### src/rtl/rgb_pwm_ctrl.sv
// rgb_pwm_ctrl - three-channel 8-bit PWM generator for the on-chip RGB LED driver.
//
// A prescaler produces one PWM tick every div+1 clocks, and an 8-bit PWM counter
// advances on each tick. Each channel has two duty registers:
//   target - captured from duty_x on the load strobe
//   active - the duty actually driving pwm_out
// The active duty changes only at a period wrap. It either jumps straight to the
// target or, with fade_en set, moves one LSB toward it.
//
// Ports:
//   clk        in   system clock
//   reset      in   asynchronous active-low reset
//   div        in   prescaler divide (tick every div+1 clk)
//   load       in   single-cycle strobe capturing duty_r/g/b into the targets
//   duty_r/g/b in   target duties
//   fade_en    in   1 = step active duty by +/-1 per period, 0 = jump to target
//   pwm_out    out  [0]=R, [1]=G, [2]=B PWM drive (registered)
//   period_end out  one-clk pulse per PWM period wrap (registered)
//   settled    out  all active duties equal their targets (registered)
module rgb_pwm_ctrl #(
    parameter int DIV_W = 16,
    parameter int PWM_W = 8
) (
    input  logic             clk,
    input  logic             reset,
    input  logic [DIV_W-1:0] div,
    input  logic             load,
    input  logic [PWM_W-1:0] duty_r,
    input  logic [PWM_W-1:0] duty_g,
    input  logic [PWM_W-1:0] duty_b,
    input  logic             fade_en,
    output logic [2:0]       pwm_out,
    output logic             period_end,
    output logic             settled
);

    localparam logic [DIV_W-1:0] DIV_ONE = {{(DIV_W-1){1'b0}}, 1'b1};
    localparam logic [PWM_W-1:0] PWM_ONE = {{(PWM_W-1){1'b0}}, 1'b1};
    localparam logic [PWM_W-1:0] PWM_MAX = {PWM_W{1'b1}};

    logic [DIV_W-1:0] pre_cnt_reg;
    logic [DIV_W-1:0] pre_cnt_next;
    logic [PWM_W-1:0] pwm_cnt_reg;
    logic [PWM_W-1:0] pwm_cnt_next;
    logic             tick;
    logic             wrap;

    logic [2:0][PWM_W-1:0] duty_vec;
    logic [2:0]            pwm_bit_next;
    logic [2:0]            match_next;

    logic [2:0] pwm_out_reg;
    logic       period_end_reg;
    logic       settled_reg;

    assign duty_vec = {duty_b, duty_g, duty_r};

    // A ">=" compare rather than "==" means that lowering div below the
    // running count forces a tick on the next cycle. The counter therefore
    // never has to roll over through the full DIV_W range.
    assign tick         = (pre_cnt_reg >= div);
    assign wrap         = tick && (pwm_cnt_reg == PWM_MAX);
    assign pre_cnt_next = tick ? '0 : pre_cnt_reg + DIV_ONE;
    assign pwm_cnt_next = tick ? pwm_cnt_reg + PWM_ONE : pwm_cnt_reg;

    always_ff @(posedge clk or negedge reset) begin
        if (!reset) begin
            pre_cnt_reg <= '0;
            pwm_cnt_reg <= '0;
        end else begin
            pre_cnt_reg <= pre_cnt_next;
            pwm_cnt_reg <= pwm_cnt_next;
        end
    end

    // Per-channel target/active duty pipeline.
    generate
        for (genvar gi = 0; gi < 3; gi++) begin : gen_ch
            logic [PWM_W-1:0] target_reg;
            logic [PWM_W-1:0] target_next;
            logic [PWM_W-1:0] active_reg;
            logic [PWM_W-1:0] active_next;
            logic [PWM_W-1:0] tnext;

            // A load landing on the wrap cycle is honoured at that same wrap.
            assign tnext = load ? duty_vec[gi] : target_reg;

            always_comb begin
                target_next = target_reg;
                active_next = active_reg;
                if (load) begin
                    target_next = duty_vec[gi];
                end
                if (wrap) begin
                    if (!fade_en) begin
                        active_next = tnext;
                    end else if (active_reg < tnext) begin
                        active_next = active_reg + PWM_ONE;
                    end else if (active_reg > tnext) begin
                        active_next = active_reg - PWM_ONE;
                    end
                end
            end

            always_ff @(posedge clk or negedge reset) begin
                if (!reset) begin
                    target_reg <= '0;
                    active_reg <= '0;
                end else begin
                    target_reg <= target_next;
                    active_reg <= active_next;
                end
            end

            // The compare uses the pre-wrap count and active values. pwm_out
            // therefore lags pwm_cnt by one clock, and a new duty shows up one
            // clock after the wrap, together with count 0.
            assign pwm_bit_next[gi] = (pwm_cnt_reg < active_reg);
            assign match_next[gi]   = (active_next == target_next);
        end
    endgenerate

    always_ff @(posedge clk or negedge reset) begin
        if (!reset) begin
            pwm_out_reg    <= 3'b000;
            period_end_reg <= 1'b0;
            settled_reg    <= 1'b1;
        end else begin
            pwm_out_reg    <= pwm_bit_next;
            period_end_reg <= wrap;
            settled_reg    <= &match_next;
        end
    end

    assign pwm_out    = pwm_out_reg;
    assign period_end = period_end_reg;
    assign settled    = settled_reg;

endmodule
### config.mk
export PLATFORM = sky130hd
export DESIGN_NAME = rgb_pwm_ctrl
export DESIGN_NICKNAME = d
export VERILOG_FILES = /design/src/rtl/rgb_pwm_ctrl.sv
export SDC_FILE = /design/constraint.sdc
export NUM_CORES = 1
export LEC_CHECK = 0
export CORE_ASPECT_RATIO = 0.7
export CORE_MARGIN = 1.5
export CORE_UTILIZATION = 43
export DETAILED_ROUTE_END_ITERATION = 8
export HOLD_SLACK_MARGIN = 0.12
export MAX_ROUTING_LAYER = met4
export PLACE_DENSITY_LB_ADDON = 0.08
export SLEW_MARGIN = 20
export SYNTH_ARGS = -nofsm -noshare
export SYNTH_HDL_FRONTEND = slang
export SYNTH_SLANG_ARGS = --single-unit
### constraint.sdc
create_clock -name clk -period 3.15 [get_ports clk]
set_input_delay 0.945 -clock clk [delete_from_list [all_inputs] [get_ports clk]]
set_output_delay 0.945 -clock clk [all_outputs]
set_load 0.01 [all_outputs]
==> run summary <==
reg-to-reg slack, setup: -0.18 ns
detailed placer's ending HPWL: 16,900 um
num ports: 49
dpl ws: -1.34 ns
final RePlAce weighted congestion: 1.01
Yosys top cell by area: dfrtp_1
Hold EP: pre_cnt_reg[0]$_DFF_PN0_
power density cells: 390 mW/mm^2
Largest stage delay, worst path: 0.39 ns
row cnt: 36
placed cells: 1,110
mapped cell area: 0.00626 mm^2
crit path cell chain: buf_12, buf_12, buf_12, mux2i_2, ha_1, nand4_1, a211oi_4, nor3_4, buf_6, nand3b_1, buf_6, o31a_1, a2111oi_4, o2111ai_2, a2111oi_4
Antenna Nets Post-Route: 0
Tot Pwr: 3.89 mW
Clock Path Buffers: 2
outcome: complete, but fails checks
Hold WS: 0.569 ns
WP data arrival: 4.14 ns
clock buffer count from CTS: 9
worst r2r dst: settled$_DFF_PN1_
fmax: 0.257 GHz
Port Buffer Count: 48
Worst EP required: 3.40 ns
largest net degree at the start of global routing: 78
CTS tree: built
final setup violation count: 5
family with the most delay on the worst path: compound AO/OA/AOI/OAI gates
routed via count: 6,699
Post-DP Area: 0.00835 mm^2
Synth Instances: 729
Nets: 1,083
violated checks: setup timing
CORE AREA: 0.0141 mm^2
Max H-tree Level: 3
fillers: 1,109
Setup WS post-layout: -0.742 ns
first-pass GRT wire length: 35,900 um
Worst Reg2Reg Path Length in Cells: 14
element type at the critical path end: register
synth top area cells: dfrtp_1, ha_1, inv_1
vias in the first global route: 6,518
hold_buf cts: 0
fin cells: 1,165
area grow syn2layout: 59.0%
Design Area, Final: 0.00995 mm^2
fin crit period: 3.89 ns
top cell type's share of synthesized area: 30.4%
n_diodes: 0
Syn Nets: 842
RSZ-0062 raised after global routing: yes
Yosys cell types: 80
Worst VDD drop: 259 uV
Hold Path Origin: pre_cnt_reg[0]$_DFF_PN0_
Reg-to-Reg Start: gen_ch[2].target_reg[1]$_DFF_PN0_
DRC: 0
worst-margin pin slew: 0.600 ns
YS warnings: 0
chip width: 147 um
Post-synth EDFFs: 0
Total Routing Usage GR: 31.3%
most frequent cell after synthesis: dfrtp_1
Mapped Avg Cell Area: 8.59 um^2
DIE HEIGHT: 104 um
Post-synth top flop: dfrtp_1
Hold/Removal Path Class: reg -> reg
antenna violations before repair: 0
Seq/Total Area, Yosys: 30.8%
Final Slew Violations: 0
TritonRoute pass-1 iters: 5
layout cells sized above 1: 39.1%
Worst Hold Depth: 2
CP max FO: 8
Final Util: 70.8%
most common library cells after synthesis: dfrtp_1, inv_1, ha_1, nor2_1, nand2_1
drt total wl: 23,100 um
worst rel slew slack: 59.6%
crit path kind: in -> reg
startpoint types: input pin
post-DR vias/cell: 5.75
critical path's slowest cell: o31a_1
Skew-Pair Late Insertion Delay: 0.34 ns
Fin. Hold Viols: 0
Clock Sinks: 77
Avg WL per Cell: 19.8 um
Fin Setup TNS: -1.46 ns
asr flop ratio synth: 100%
CP most frequent cell: buf_12
Worst-path clk slew: 0.06 ns
CTS Root Cell: clkbuf_16
max cap viols: 0
#FFs+latches synth: 77
Initial DRC Count: 589
Initial Utilization: 44.6%
die area: 0.0153 mm^2
grt ovf: 0
final worst-path cycle share: 124%
Bufs and invs on worst path: 5
leakage: 4.41 nW
clk_skew: 0.00709 ns
worst reg2reg max path, stage by stage, from the launching register on:
cell,delay (ns)
dfrtp_1,0.40
mux2i_4,0.16
ha_1,0.27
nor2b_4,0.14
o211ai_4,0.20
a21oi_4,0.11
buf_4,0.15
buf_4,0.12
nor3_2,0.12
o21bai_2,0.18
o32ai_1,0.12
or4_4,0.53
a2111oi_4,0.24
o2111ai_2,0.18
a2111oi_4,0.32
timing repair:
| item | in CTS | in global routing |
|---|---|---|
| cloned | 3 | 0 |
| hold endpoints to repair | 0 | 0 |
| pin swaps | 46 | 36 |
| setup buffers | 30 | 15 |
| endpoints found under the setup margin | 25 | 21 |
| resized for setup | 130 | 98 |
area by class of cell:
type | count | area (um^2) | share of cell area (%)
Inverter | 75 | 289 | 2.90
Sequential cell | 77 | 1930 | 19.4
Tap cell | 190 | 238 | 2.39
Timing Repair Buffer | 259 | 2280 | 22.9
Multi-Input combinational cell | 548 | 4890 | 49.2
Clock buffer | 11 | 243 | 2.44
Clock inverter | 5 | 82.6 | 0.830
logic make-up after synthesis:
family          synth area share (%)
buf+inv                         6.67
flops                           30.8
simple gates                    17.9
mux                             4.88
xor+xnor                        5.04
compound gates                  20.9
fa+ha+maj                       13.8
how the worst max path moves through the flow:
stage | startpoint | end | slack [ns] | cells past startpoint
global route | load | settled$_DFF_PN1_ | -0.86 | 15
global placement | load | settled$_DFF_PN1_ | -1.30 | 13
finish | load | settled$_DFF_PN1_ | -0.74 | 15
detailed placement | load | settled$_DFF_PN1_ | -1.34 | 13
CTS | load | settled$_DFF_PN1_ | -0.74 | 16
floorplan | load | settled$_DFF_PN1_ | -0.90 | 17
placed cells by master (no fill, tap or decap), types with 25 or more instances in the layout:
master,n
a21oi_1,30
buf_4,180
dfrtp_1,76
ha_1,45
inv_1,61
nand2_1,42
nand3_1,34
nor2_1,52
o21ai_0,28
xnor2_1,25
power by group:
group	total, mW	switching [mW]	leakage (nW)	internal [mW]
clock network	1.17	0.451	0.160	0.720
logic	1.49	0.759	3.30	0.733
registers	1.22	0.106	0.950	1.12
metal layers:
| layer | global-route usage, % | wire, um | up-vias | part of all wire, % |
|---|---|---|---|---|
| met1 | 46.8 | 11200 | 3272 | 48 |
| met5 | - | 0 | - | 0 |
| met2 | 43.2 | 9670 | 272 | 42 |
| li1 | - | - | 3119 | - |
| met3 | 5.96 | 1960 | 36 | 8.5 |
| met4 | 6.79 | 334 | 0 | 1.4 |
No activity file was read; power rests on OpenSTA's default activity.
